==> src/rtl/pe_csc_loader.sv <==
// PE CSC loader: streams iact/weight CSC words from SRAM into one PE,
// then sequences the load, compute and clear handshakes for a work unit.
module pe_csc_loader #(
  parameter int CNT_W = 6
) (
  input  logic             clock,
  input  logic             reset,
  input  logic             start,
  input  logic             skip_weight,
  input  logic             clear_weight,
  input  logic [CNT_W-1:0] ia_len,
  input  logic [CNT_W-1:0] id_len,
  input  logic [CNT_W-1:0] wa_len,
  input  logic [CNT_W-1:0] wd_len,
  input  logic [9:0]       ia_base,
  input  logic [9:0]       id_base,
  input  logic [9:0]       wa_base,
  input  logic [9:0]       wd_base,
  output logic             ia_rd_en,
  output logic [9:0]       ia_rd_addr,
  output logic             id_rd_en,
  output logic [9:0]       id_rd_addr,
  output logic             wa_rd_en,
  output logic [9:0]       wa_rd_addr,
  output logic             wd_rd_en,
  output logic [9:0]       wd_rd_addr,
  input  logic [7:0]       ia_rdata,
  input  logic [12:0]      id_rdata,
  input  logic [6:0]       wa_rdata,
  input  logic [11:0]      wd_rdata,
  output logic             iact_address_in_valid,
  output logic [7:0]       iact_address_in,
  output logic             iact_data_in_valid,
  output logic [12:0]      iact_data_in,
  output logic             weight_address_in_valid,
  output logic [6:0]       weight_address_in,
  output logic             weight_data_in_valid,
  output logic [11:0]      weight_data_in,
  input  logic             all_write_fin,
  input  logic             cal_fin,
  output logic             do_load_en,
  output logic             iact_write_fin_clear,
  output logic             weight_write_fin_clear,
  output logic             busy,
  output logic             done
);

  typedef enum logic [3:0] {
    S_IDLE,
    S_IA,
    S_ID,
    S_WA,
    S_WD,
    S_WAIT_FIN,
    S_LOAD,
    S_CALC,
    S_CLEAR
  } state_t;

  localparam logic [CNT_W-1:0] ONE = CNT_W'(1);

  state_t           state;
  state_t           state_nxt;
  logic [CNT_W-1:0] cnt;
  logic [CNT_W-1:0] cnt_nxt;

  logic [CNT_W-1:0] ia_len_q;
  logic [CNT_W-1:0] id_len_q;
  logic [CNT_W-1:0] wa_len_q;
  logic [CNT_W-1:0] wd_len_q;
  logic [9:0]       ia_base_q;
  logic [9:0]       id_base_q;
  logic [9:0]       wa_base_q;
  logic [9:0]       wd_base_q;
  logic             skip_q;
  logic             clrw_q;

  logic             ia_v_q;
  logic             id_v_q;
  logic             wa_v_q;
  logic             wd_v_q;
  logic             any_valid;

  assign any_valid = ia_v_q | id_v_q | wa_v_q | wd_v_q;
  assign busy      = (state != S_IDLE);

  // Data from SRAM arrives one cycle after the read; only forward it
  // while the matching beat is valid so idle outputs read as zero.
  assign iact_address_in_valid   = ia_v_q;
  assign iact_data_in_valid      = id_v_q;
  assign weight_address_in_valid = wa_v_q;
  assign weight_data_in_valid    = wd_v_q;
  assign iact_address_in   = ia_v_q ? ia_rdata : '0;
  assign iact_data_in      = id_v_q ? id_rdata : '0;
  assign weight_address_in = wa_v_q ? wa_rdata : '0;
  assign weight_data_in    = wd_v_q ? wd_rdata : '0;

  // State and stream word counter.
  always_ff @(posedge clock) begin
    if (reset) begin
      state <= S_IDLE;
      cnt   <= '0;
    end else begin
      state <= state_nxt;
      cnt   <= cnt_nxt;
    end
  end

  // Work-unit config is captured only when a unit is accepted.
  always_ff @(posedge clock) begin
    if (reset) begin
      ia_len_q  <= '0;
      id_len_q  <= '0;
      wa_len_q  <= '0;
      wd_len_q  <= '0;
      ia_base_q <= '0;
      id_base_q <= '0;
      wa_base_q <= '0;
      wd_base_q <= '0;
      skip_q    <= 1'b0;
      clrw_q    <= 1'b0;
    end else if (state == S_IDLE && start) begin
      ia_len_q  <= ia_len;
      id_len_q  <= id_len;
      wa_len_q  <= wa_len;
      wd_len_q  <= wd_len;
      ia_base_q <= ia_base;
      id_base_q <= id_base;
      wa_base_q <= wa_base;
      wd_base_q <= wd_base;
      skip_q    <= skip_weight;
      clrw_q    <= clear_weight;
    end
  end

  // PE-side valids track the SRAM read latency.
  always_ff @(posedge clock) begin
    if (reset) begin
      ia_v_q <= 1'b0;
      id_v_q <= 1'b0;
      wa_v_q <= 1'b0;
      wd_v_q <= 1'b0;
    end else begin
      ia_v_q <= ia_rd_en;
      id_v_q <= id_rd_en;
      wa_v_q <= wa_rd_en;
      wd_v_q <= wd_rd_en;
    end
  end

  // Next state, counter and per-state outputs.
  always_comb begin
    state_nxt              = state;
    cnt_nxt                = cnt;
    ia_rd_en               = 1'b0;
    id_rd_en               = 1'b0;
    wa_rd_en               = 1'b0;
    wd_rd_en               = 1'b0;
    ia_rd_addr             = '0;
    id_rd_addr             = '0;
    wa_rd_addr             = '0;
    wd_rd_addr             = '0;
    do_load_en             = 1'b0;
    iact_write_fin_clear   = 1'b0;
    weight_write_fin_clear = 1'b0;
    done                   = 1'b0;
    unique case (state)
      S_IDLE: begin
        if (start) begin
          state_nxt = S_IA;
          cnt_nxt   = '0;
        end
      end
      S_IA: begin
        if (ia_len_q == '0) begin
          state_nxt = S_ID;
        end else begin
          ia_rd_en   = 1'b1;
          ia_rd_addr = ia_base_q + 10'(cnt);
          if (cnt == ia_len_q - ONE) begin
            cnt_nxt   = '0;
            state_nxt = S_ID;
          end else begin
            cnt_nxt = cnt + ONE;
          end
        end
      end
      S_ID: begin
        if (id_len_q == '0) begin
          state_nxt = skip_q ? S_WAIT_FIN : S_WA;
        end else begin
          id_rd_en   = 1'b1;
          id_rd_addr = id_base_q + 10'(cnt);
          if (cnt == id_len_q - ONE) begin
            cnt_nxt   = '0;
            state_nxt = skip_q ? S_WAIT_FIN : S_WA;
          end else begin
            cnt_nxt = cnt + ONE;
          end
        end
      end
      S_WA: begin
        if (wa_len_q == '0) begin
          state_nxt = S_WD;
        end else begin
          wa_rd_en   = 1'b1;
          wa_rd_addr = wa_base_q + 10'(cnt);
          if (cnt == wa_len_q - ONE) begin
            cnt_nxt   = '0;
            state_nxt = S_WD;
          end else begin
            cnt_nxt = cnt + ONE;
          end
        end
      end
      S_WD: begin
        if (wd_len_q == '0) begin
          state_nxt = S_WAIT_FIN;
        end else begin
          wd_rd_en   = 1'b1;
          wd_rd_addr = wd_base_q + 10'(cnt);
          if (cnt == wd_len_q - ONE) begin
            cnt_nxt   = '0;
            state_nxt = S_WAIT_FIN;
          end else begin
            cnt_nxt = cnt + ONE;
          end
        end
      end
      S_WAIT_FIN: begin
        if (all_write_fin && !any_valid) begin
          state_nxt = S_LOAD;
        end
      end
      S_LOAD: begin
        do_load_en = 1'b1;
        state_nxt  = S_CALC;
      end
      S_CALC: begin
        if (cal_fin) begin
          state_nxt = S_CLEAR;
        end
      end
      S_CLEAR: begin
        iact_write_fin_clear   = 1'b1;
        weight_write_fin_clear = clrw_q;
        done                   = 1'b1;
        state_nxt              = S_IDLE;
      end
      default: begin
        state_nxt = S_IDLE;
      end
    endcase
  end

endmodule

==> config.mk <==
export PLATFORM = sky130hd
export DESIGN_NAME = pe_csc_loader
export DESIGN_NICKNAME = d
export VERILOG_FILES = /design/src/rtl/pe_csc_loader.sv
export SDC_FILE = /design/constraint.sdc
export NUM_CORES = 1
export LEC_CHECK = 0
export ABC_CLOCK_PERIOD_IN_PS = 2700
export CAP_MARGIN = 0
export CORE_MARGIN = 2
export CORE_UTILIZATION = 45
export DETAILED_ROUTE_END_ITERATION = 16
export GPL_TIMING_DRIVEN = 0
export HOLD_SLACK_MARGIN = 0.03
export PLACE_DENSITY = 0.81
export SYNTH_ARGS = -nofsm -noshare
export SYNTH_HDL_FRONTEND = slang
export SYNTH_SLANG_ARGS = --single-unit
==> constraint.sdc <==
create_clock -name clock -period 2.7 [get_ports clock]
set_clock_uncertainty 0.05 [all_clocks]
set_input_delay 0.27 -clock clock [delete_from_list [all_inputs] [get_ports clock]]
set_output_delay 0.27 -clock clock [all_outputs]
set_load 0.05 [all_outputs]
* Word level (Yosys, flattened, before mapping)
Cells that the tools add are included.
Storage, ports and cells: bits in registers 80, latch bits 0, RAM bits 0, ROM bits 0, input bits 111, output and inout bits 93, logic and storage cells 109, memories kept 0
Operators by class: add/subtract/negate cells 9, multiply operators 0, div/mod/pow operators 0, magnitude comparators 0, eq/ne operators 23, shift-type cells 0, mux-type cells 46, bitwise gates (word level) 3, reductions and logical operators 12
Operators with widths (number):
- two-way mux 10 bit | 8
- two-way mux 6 bit | 9
- two-way mux 4 bit | 11
- adder 10 x 6 -> 10 bit | 4
- one-hot mux 4 bit (8 select lines) | 1
- one-hot mux 6 bit (5 select lines) | 1
- == test 6 bit | 4
- zero test 6 bit | 4
- subtractor 6 x 1 -> 6 bit, second input constant | 4
- == test 4 x 3 -> 1 bit, second input constant | 4
- != test 2 bit, second input constant | 7
- two-way mux 13 bit | 1
- two-way mux 12 bit | 1
- != test 3 bit, second input constant | 4
- two-way mux 1 bit | 11
- == test 4 x 2 -> 1 bit, second input constant | 2
- two-way mux 8 bit | 1
- two-way mux 7 bit | 1
- AND reduction 7 bit | 1
- adder 6 x 1 -> 6 bit, second input constant | 1
- AND reduction 6 bit | 1
- nonzero test 5 bit | 1
- == test 4 x 1 -> 1 bit, second input constant | 1
- == test 4 bit, second input constant | 1
- other kinds (6) | 9

* Logic depth before layout (Yosys ltp)
Gate-level depths: netlist of the first run.
depth after elaboration 7, mapped depth 10, depth with buffers taken out 10

* Worst setup path before layout of the first run
OpenSTA, ideal clock, no wires.
kind register to output, from reg cnt[1], to out id_rd_addr[6], arrival time 2.715 ns, required time 2.380 ns, setup slack -0.335 ns, stages on the path, launching flop included 10, buffers on the path 1, cell sequence dfxtp_1 buf_2 inv_1 fa_1 nor2b_1 o21ai_0 a21boi_0 o21ai_0 a21o_1 a21oi_1
On the way: longest elaborated chain between the ends 3
Ends and longest elaborated chain:
- from (decl) | line 64 | logic [CNT_W-1:0] cnt;
- from (signal assigned) | line 105 | cnt <= cnt_nxt;
- adder 10 x 6 -> 10 bit | line 193 | id_rd_addr = id_base_q + 10'(cnt);
- two-way mux 10 bit | line 189 | if (id_len_q == '0) begin
- two-way mux 10 bit | line 167 | unique case (state)
- to (decl) | line 22 | output logic [9:0] id_rd_addr,
Every way passes these cells.

* Worst setup path after layout of the first run
from reg cnt[1], to out wa_rd_addr[9]
On the way: longest elaborated chain between the ends 3
Ends and longest elaborated chain:
- adder 10 x 6 -> 10 bit | line 207 | wa_rd_addr = wa_base_q + 10'(cnt);
- two-way mux 10 bit | line 203 | if (wa_len_q == '0) begin
- two-way mux 10 bit | line 167
- to (decl) | line 24 | output logic [9:0] wa_rd_addr,
Every way passes these cells.

==> reports/results.ini, run 1 <==
[status]
status = finished, violations left
violations = negative setup slack

[sta]
setup_viol = 15
slew_violations = 0
worstMarginPinSlew_ps = 728.3
finalHoldViolations = 0
slew-limit-headroom = 0.5145
rsz0062_at_grt = yes
fin_ws_ps = -119.1
timing.fmax_ghz = 0.3547
timing.final.crit_share = 1.044
fin_crit_ps = 2819
hold_slack_ps = 398.4

[worst_setup_path]
reg2reg_depth = 9
path_max_fanout = 4
cp.arrival_ps = 2500
start_kind = flop
crit_path_end_kind = primary output
criticalPathCategory = flop to primary output
required_ps = 2380

[clocking]
htree_levels = 3
clkLatencyLatePin_ps = 340
tritoncts = done
clockBufferDepth = 2
ctsHoldBuffers = 0
cts_buffers = 9
cts-root-buf = clkbuf_16
clock-sinks = 80
clk_pin_slew_ps = 60

[yosys]
synthArstFlopShare = 0
syn_area_mm2 = 0.005425
avgSynthCellArea_um2 = 7.282
syn_nets = 893
ys_seq_area_frac = 0.2952
synth_warnings = 0
netlist-cell-type-count = 59
synth_enable_flop_cells = 0
ys_ff_latch = 80
ys.flop_type = dfxtp_1
syn_inst = 745

[routing]
drt_wl_total_um = 19480
drt.antenna.violating_nets = 0
via_per_inst = 5.424
post-route-drc-count = 0
num_vias = 6205
drt_iter0_markers = 379
wl_per_cell_um = 17.03
first_pass_iters = 5

[global_routing]
antenna_found_initial = 0
grt_start_max_net_pins = 13
grt_usage = 0.2835
grt_pass1_vias = 5710
grt_pass1_wl_um = 28580
grt_overflow = 0

[placement]
dp_cells = 1095
dp_hpwl_um = 13870
io_buffer_count = 203
placed_cell_area_mm2 = 0.007749
place_congestion = 0.9251

[floorplanning]
die_area_mm2 = 0.01295
start_util = 0.4555
ios = 204
rows = 40
core_area_mm2 = 0.01191
die_h_um = 113.8
die_w_um = 113.8

[final_layout]
areaGrowthSynthToFinish_pct = 57.91
instances_no_fill = 1144
final_util = 0.7192
antenna_cells = 0
design_area_mm2 = 0.008567
fin_nets = 1140
drive_above_1_share = 0.1896

[power]
p_per_area_mw_per_mm2 = 629.2
leakagePower_nw = 3.413
ir_worst_vdd_mv = 0.3468
total_power_mw = 5.390

[hold_path]
hold_path_depth = 2
hold_path.class = flop to flop

[run]
cap_violations = 0

==> area by class of cell <==
| cell class | count | area [um^2] |
|---|---|---|
| Inverter | 50 | 196.4 |
| Clock buffer | 13 | 260.3 |
| Sequential cell | 80 | 1613 |
| Fill cell | 919 | 3344 |
| Timing Repair Buffer | 236 | 2247 |
| Tap cell | 147 | 183.9 |
| Clock inverter | 3 | 40.04 |
| Buffer | 38 | 182.7 |
| Multi-Input combinational cell | 577 | 3844 |
==> flip-flops by register name, indices dropped and copies added (netlist names) <==
signal / flops
ia_base_q: 10
id_base_q: 10
wa_base_q: 10
wd_base_q: 10
cnt: 6
ia_len_q: 6
id_len_q: 6
wa_len_q: 6
wd_len_q: 6
state: 4
clrw_q: 1
iact_address_in_valid: 1
iact_data_in_valid: 1
skip_q: 1
weight_address_in_valid: 1
weight_data_in_valid: 1
==> layout by cell type (no fill, tap or decap), types with 5 or more instances in the layout <==
master / netlist / layout
inv_1: 48 / 46
nor3_1: 19 / 14
and2_1: 44 / 44
a21oi_1: 89 / 71
buf_6: 1 / 16
o211ai_1: 5 / 5
clkdlybuf4s50_1: 0 / 159
dlygate4sd2_1: 0 / 7
ha_1: 33 / 27
buf_2: 5 / 13
nand2_1: 160 / 157
xor2_1: 14 / 14
dfxtp_1: 80 / 75
nand4_1: 9 / 9
o21ai_2: 0 / 12
xnor2_2: 1 / 5
xnor2_1: 31 / 27
a21oi_2: 0 / 15
clkbuf_1: 27 / 24
a21o_1: 7 / 7
nor2_1: 39 / 33
clkbuf_16: 0 / 9
nor2b_1: 10 / 6
nand3_1: 18 / 18
nand2b_1: 5 / 5
o21ai_0: 29 / 13
nor2_4: 0 / 6
buf_4: 2 / 37
clkbuf_2: 0 / 7
==> synth_stat cells (all sizes together) (2+ instances only) <==
cell type | number | area (um^2)
a211o | 4 | 36.29
nand2b | 5 | 31.28
nor2b | 10 | 62.56
nor2 | 40 | 152.6
xnor2 | 32 | 287.8
or2 | 3 | 21.27
xor2 | 14 | 122.6
ha | 33 | 412.9
nand3b | 2 | 15.01
buf | 11 | 62.55
o2111ai | 4 | 35.03
a21o | 7 | 52.55
o311ai | 2 | 17.52
and2 | 45 | 282.8
and3 | 3 | 18.77
inv | 50 | 192.7
a21boi | 3 | 22.52
a32o | 2 | 20.02
or3 | 7 | 58.80
nand2 | 160 | 600.6
o211ai | 5 | 37.54
dfxtp | 80 | 1602
a211oi | 5 | 47.54
fa | 4 | 80.08
nor3 | 19 | 95.09
a21oi | 89 | 445.4
mux2i | 3 | 30.03
nand3 | 19 | 107.6
nor4 | 6 | 50.04
o21ai | 30 | 161.4
clkbuf | 27 | 101.4
nand4 | 9 | 56.30
==> cells by family (layout without fill, tap and decap cells) <==
family                     after synthesis  in the layout  synth area share
adders and majority gates               37             37           0.09087
AOI/OAI and AO/OA                      162            162            0.1794
DFF                                     80             80            0.2952
xor gates and xnor gates                46             46           0.07565
buffers and inverters                   88            340           0.06573
and+or+nand+nor                        329            329            0.2876
muxes                                    3              3          0.005535
==> routing by layer <==
layer  vias up  track usage  wire, um
met3        64      0.03985      1332
li1       2997            -         -
met4         0       0.1732       976
met5         -            0         0
met2       293       0.5034      9580
met1      2851       0.3216      7591
==> metrics by stage <==
stage	setup WS [ps]	setup TNS (ps)
floorplan	-260.7	-501.1
global placement	-1002	-15070
detailed placement	-1039	-15340
CTS	-98.25	-287.8
global route	-218.0	-2446
finish	-119.1	-1029
==> critical path, stage by stage, from the launching register on <==
cell and delay, ps:
dfxtp_4 360, buf_4 140, ha_4 220, a21o_1 190, a21oi_2 180, o21ai_1 90
a21oi_2 190, o21ai_2 80, buf_4 140, nand4_1 140, mux2i_4 240, buf_6 180
==> path summary, 6_finish.rpt <==
kind | startpoint | to | slack, ps
worst max-delay path | cnt[1]$_SDFFE_PP0P_ | wa_rd_addr[9] | -120
worst max register to register | wa_len_q[0]$_SDFFE_PP0P_ | state[2]$_SDFFE_PP0P_ | 160
worst min register to register | clrw_q$_SDFFE_PP0P_ | clrw_q$_SDFFE_PP0P_ | 400
worst min-delay path | clrw_q$_SDFFE_PP0P_ | clrw_q$_SDFFE_PP0P_ | 400
==> power breakdown <==
part           internal, mW  switching [mW]
clock network         0.765           0.482
registers              1.40           0.231
logic                 0.964            1.55
total                  3.13            2.26
==> what timing repair did <==
item                       4_1_cts  5_1_grt
setup endpoints to repair       43       41
pin swaps                       28       44
buffers inserted                21       17
gates resized for setup        238       78
No activity file was read; power rests on OpenSTA's default activity.
==> inputs of run 2 (changes only) <==
--- a/config.mk
+++ b/config.mk
@@ -5,7 +5,7 @@
 export SDC_FILE = /design/constraint.sdc
 export NUM_CORES = 1
 export LEC_CHECK = 0
-export ABC_CLOCK_PERIOD_IN_PS = 2700
+export ABC_CLOCK_PERIOD_IN_PS = 2850
 export CAP_MARGIN = 0
 export CORE_MARGIN = 2
 export CORE_UTILIZATION = 45
==> constraint.sdc (replaced) <==
create_clock -name clock -period 2.85 [get_ports clock]
set_clock_uncertainty 0.05 [all_clocks]
set_input_delay 0.285 -clock clock [delete_from_list [all_inputs] [get_ports clock]]
set_output_delay 0.285 -clock clock [all_outputs]
set_load 0.05 [all_outputs]
==> run 2 against run 1 <==
Against the previous run:
- the flow still finishes with violations (negative setup slack)
- routed wire length shrank 6.9%
- clock power is 4% higher
- total power fell by 4.7%
- first-iteration DRC count up 12%
- design area decreased by 2.5%
- critical path depth rose by 1
- non-clock buffer count down 13
- via count decreased by 3.6%
- flip-flop and latch count did not move
- largest cell class unchanged
- largest power group unchanged
==> reports/results.ini, run 2 (synthesis gave the netlist of run 1 again) <==
[status]
status = finished, violations left
violations = negative setup slack

[clocking]
tritoncts = done
clockBufferDepth = 2
clkLatencyLatePin_ps = 340
clock-sinks = 80
htree_levels = 3
cts_buffers = 9
clk_pin_slew_ps = 60
cts-root-buf = clkbuf_16

[placement]
place_congestion = 0.9429
dp_hpwl_um = 13720
pre_cts_slack_ps = -946.9
dp_cells = 1095
io_buffer_count = 203

[sta]
fin_crit_ps = 2892
worstMarginPinSlew_ps = 685.0
setup_viol = 1
timing.final.crit_share = 1.015
hold_slack_ps = 404.8
rsz0062_at_grt = yes
slew-limit-headroom = 0.5434
timing.fmax_ghz = 0.3458
finalHoldViolations = 0
slew_violations = 0
fin_ws_ps = -41.97

[floorplanning]
core_area_mm2 = 0.01191
die_w_um = 113.8
ios = 204
die_h_um = 113.8
die_area_mm2 = 0.01295
start_util = 0.4555
rows = 40

[routing]
wl_per_cell_um = 16.04
drt_iter0_markers = 423
via_per_inst = 5.287
first_pass_iters = 5
drt.antenna.violating_nets = 0
post-route-drc-count = 0
num_vias = 5980
drt_wl_total_um = 18140

[global_routing]
grt_usage = 0.2731
grt_overflow = 0
grt_start_max_net_pins = 13
grt_pass1_wl_um = 27950
grt_pass1_vias = 5759
antenna_found_initial = 0

[final_layout]
drive_above_1_share = 0.1514
areaGrowthSynthToFinish_pct = 53.94
antenna_cells = 0
final_util = 0.7012
mostFrequentLayoutCell = clkdlybuf4s50_1
fill_cells = 968
fin_nets = 1127
instances_no_fill = 1131
regArea_mm2 = 0.001612
multiInputGateArea_mm2 = 0.003671
final_cell_mix = 162 x clkdlybuf4s50_1, 160 x nand2_1, 76 x dfxtp_1

[hold_path]
hp-start = clrw_q$_SDFFE_PP0P_
hold_path.class = flop to flop
min_to = clrw_q$_SDFFE_PP0P_
hold_path_depth = 2

[power]
ir_worst_vdd_mv = 0.2979
leakagePower_nw = 3.344
p_per_area_mw_per_mm2 = 614.8
total_power_mw = 5.135

[worst_setup_path]
path_max_fanout = 4
rr_endpoint = state[2]$_SDFFE_PP0P_
cp_slowest_cell = dfxtp_4
cp_slowest_stage_delay_ps = 390
crit_path_end_kind = primary output
crit_path_cell_trace = buf_8, clkinvlp_4, buf_6, fa_2, nor2b_4, o21ai_2, a21oi_2, o21ai_2, a21oi_2, xnor2_2, nor2_2, buf_6
start_kind = flop
cp.arrival_ps = 2560
rr_startpoint = cnt[4]$_SDFFE_PP0P_
required_ps = 2520
reg2reg_depth = 8
criticalPathCategory = flop to primary output
reg2reg_slack_ps = 230

[run]
cap_violations = 0

## run 2: critical path: cells and delay by family (launching register included)
family                   cells  cell delay, ps
buffers and inverters        4             520
AND/OR/NAND/NOR              2             280
XOR/XNOR                     1              90
adder cells (fa/ha/maj)      1             360
AO/OA/AOI/OAI                4             580
flip-flops                   1             390
## run 2: worst max-delay path by stage
stage | from | end | slack, ps | depth (start not counted)
floorplan | cnt[1]$_SDFFE_PP0P_ | id_rd_addr[6] | -2 | 9
global placement | cnt[1]$_SDFFE_PP0P_ | ia_rd_addr[8] | -810 | 11
detailed placement | cnt[1]$_SDFFE_PP0P_ | wa_rd_addr[8] | -950 | 11
CTS | cnt[1]$_SDFFE_PP0P_ | ia_rd_addr[8] | -60 | 13
global route | cnt[1]$_SDFFE_PP0P_ | wd_rd_addr[8] | -140 | 12
finish | cnt[1]$_SDFFE_PP0P_ | wd_rd_addr[8] | -40 | 12
## run 2: per-stage QoR
stage / TNS [ps] / instance area [um^2]
floorplan: -11.24 / 5474
global placement: -11260 / 7690
detailed placement: -11270 / 7690
CTS: -85.58 / 8185
global route: -519.5 / 8352
finish: -41.97 / 8352
## run 2: layout make-up
class | count | share of cell area
sequential | 80 | 0.1930
tap | 147 | 0.02202
timing repair buffer | 223 | 0.2605
inverter | 50 | 0.02352
multi-input combinational | 577 | 0.4396
clock buffer | 14 | 0.03281
clock inverter | 2 | 0.007191
buffer | 38 | 0.02142
## run 2: layer usage
layer | up-vias | global-route usage | routed length [um] | share of wire
met5 | - | 0 | 0 | 0
met4 | 0 | 0.09919 | 499 | 0.028
met3 | 43 | 0.04942 | 1252 | 0.069
met2 | 236 | 0.5010 | 9051 | 0.50
met1 | 2737 | 0.3174 | 7333 | 0.40
li1 | 2964 | - | - | -
## run 2: what timing repair did
item	in CTS	in global routing
gates resized for setup	196	50
setup buffers	12	10
endpoints found under the setup margin	40	30
pin swaps	18	31
hold buffers	0	0
## run 2: power by group
group	total [mW]	internal, mW	leakage [nW]	switching (mW)
registers	1.54	1.33	0.657	0.210
logic	2.30	0.879	2.52	1.42
clock network	1.30	0.840	0.163	0.458
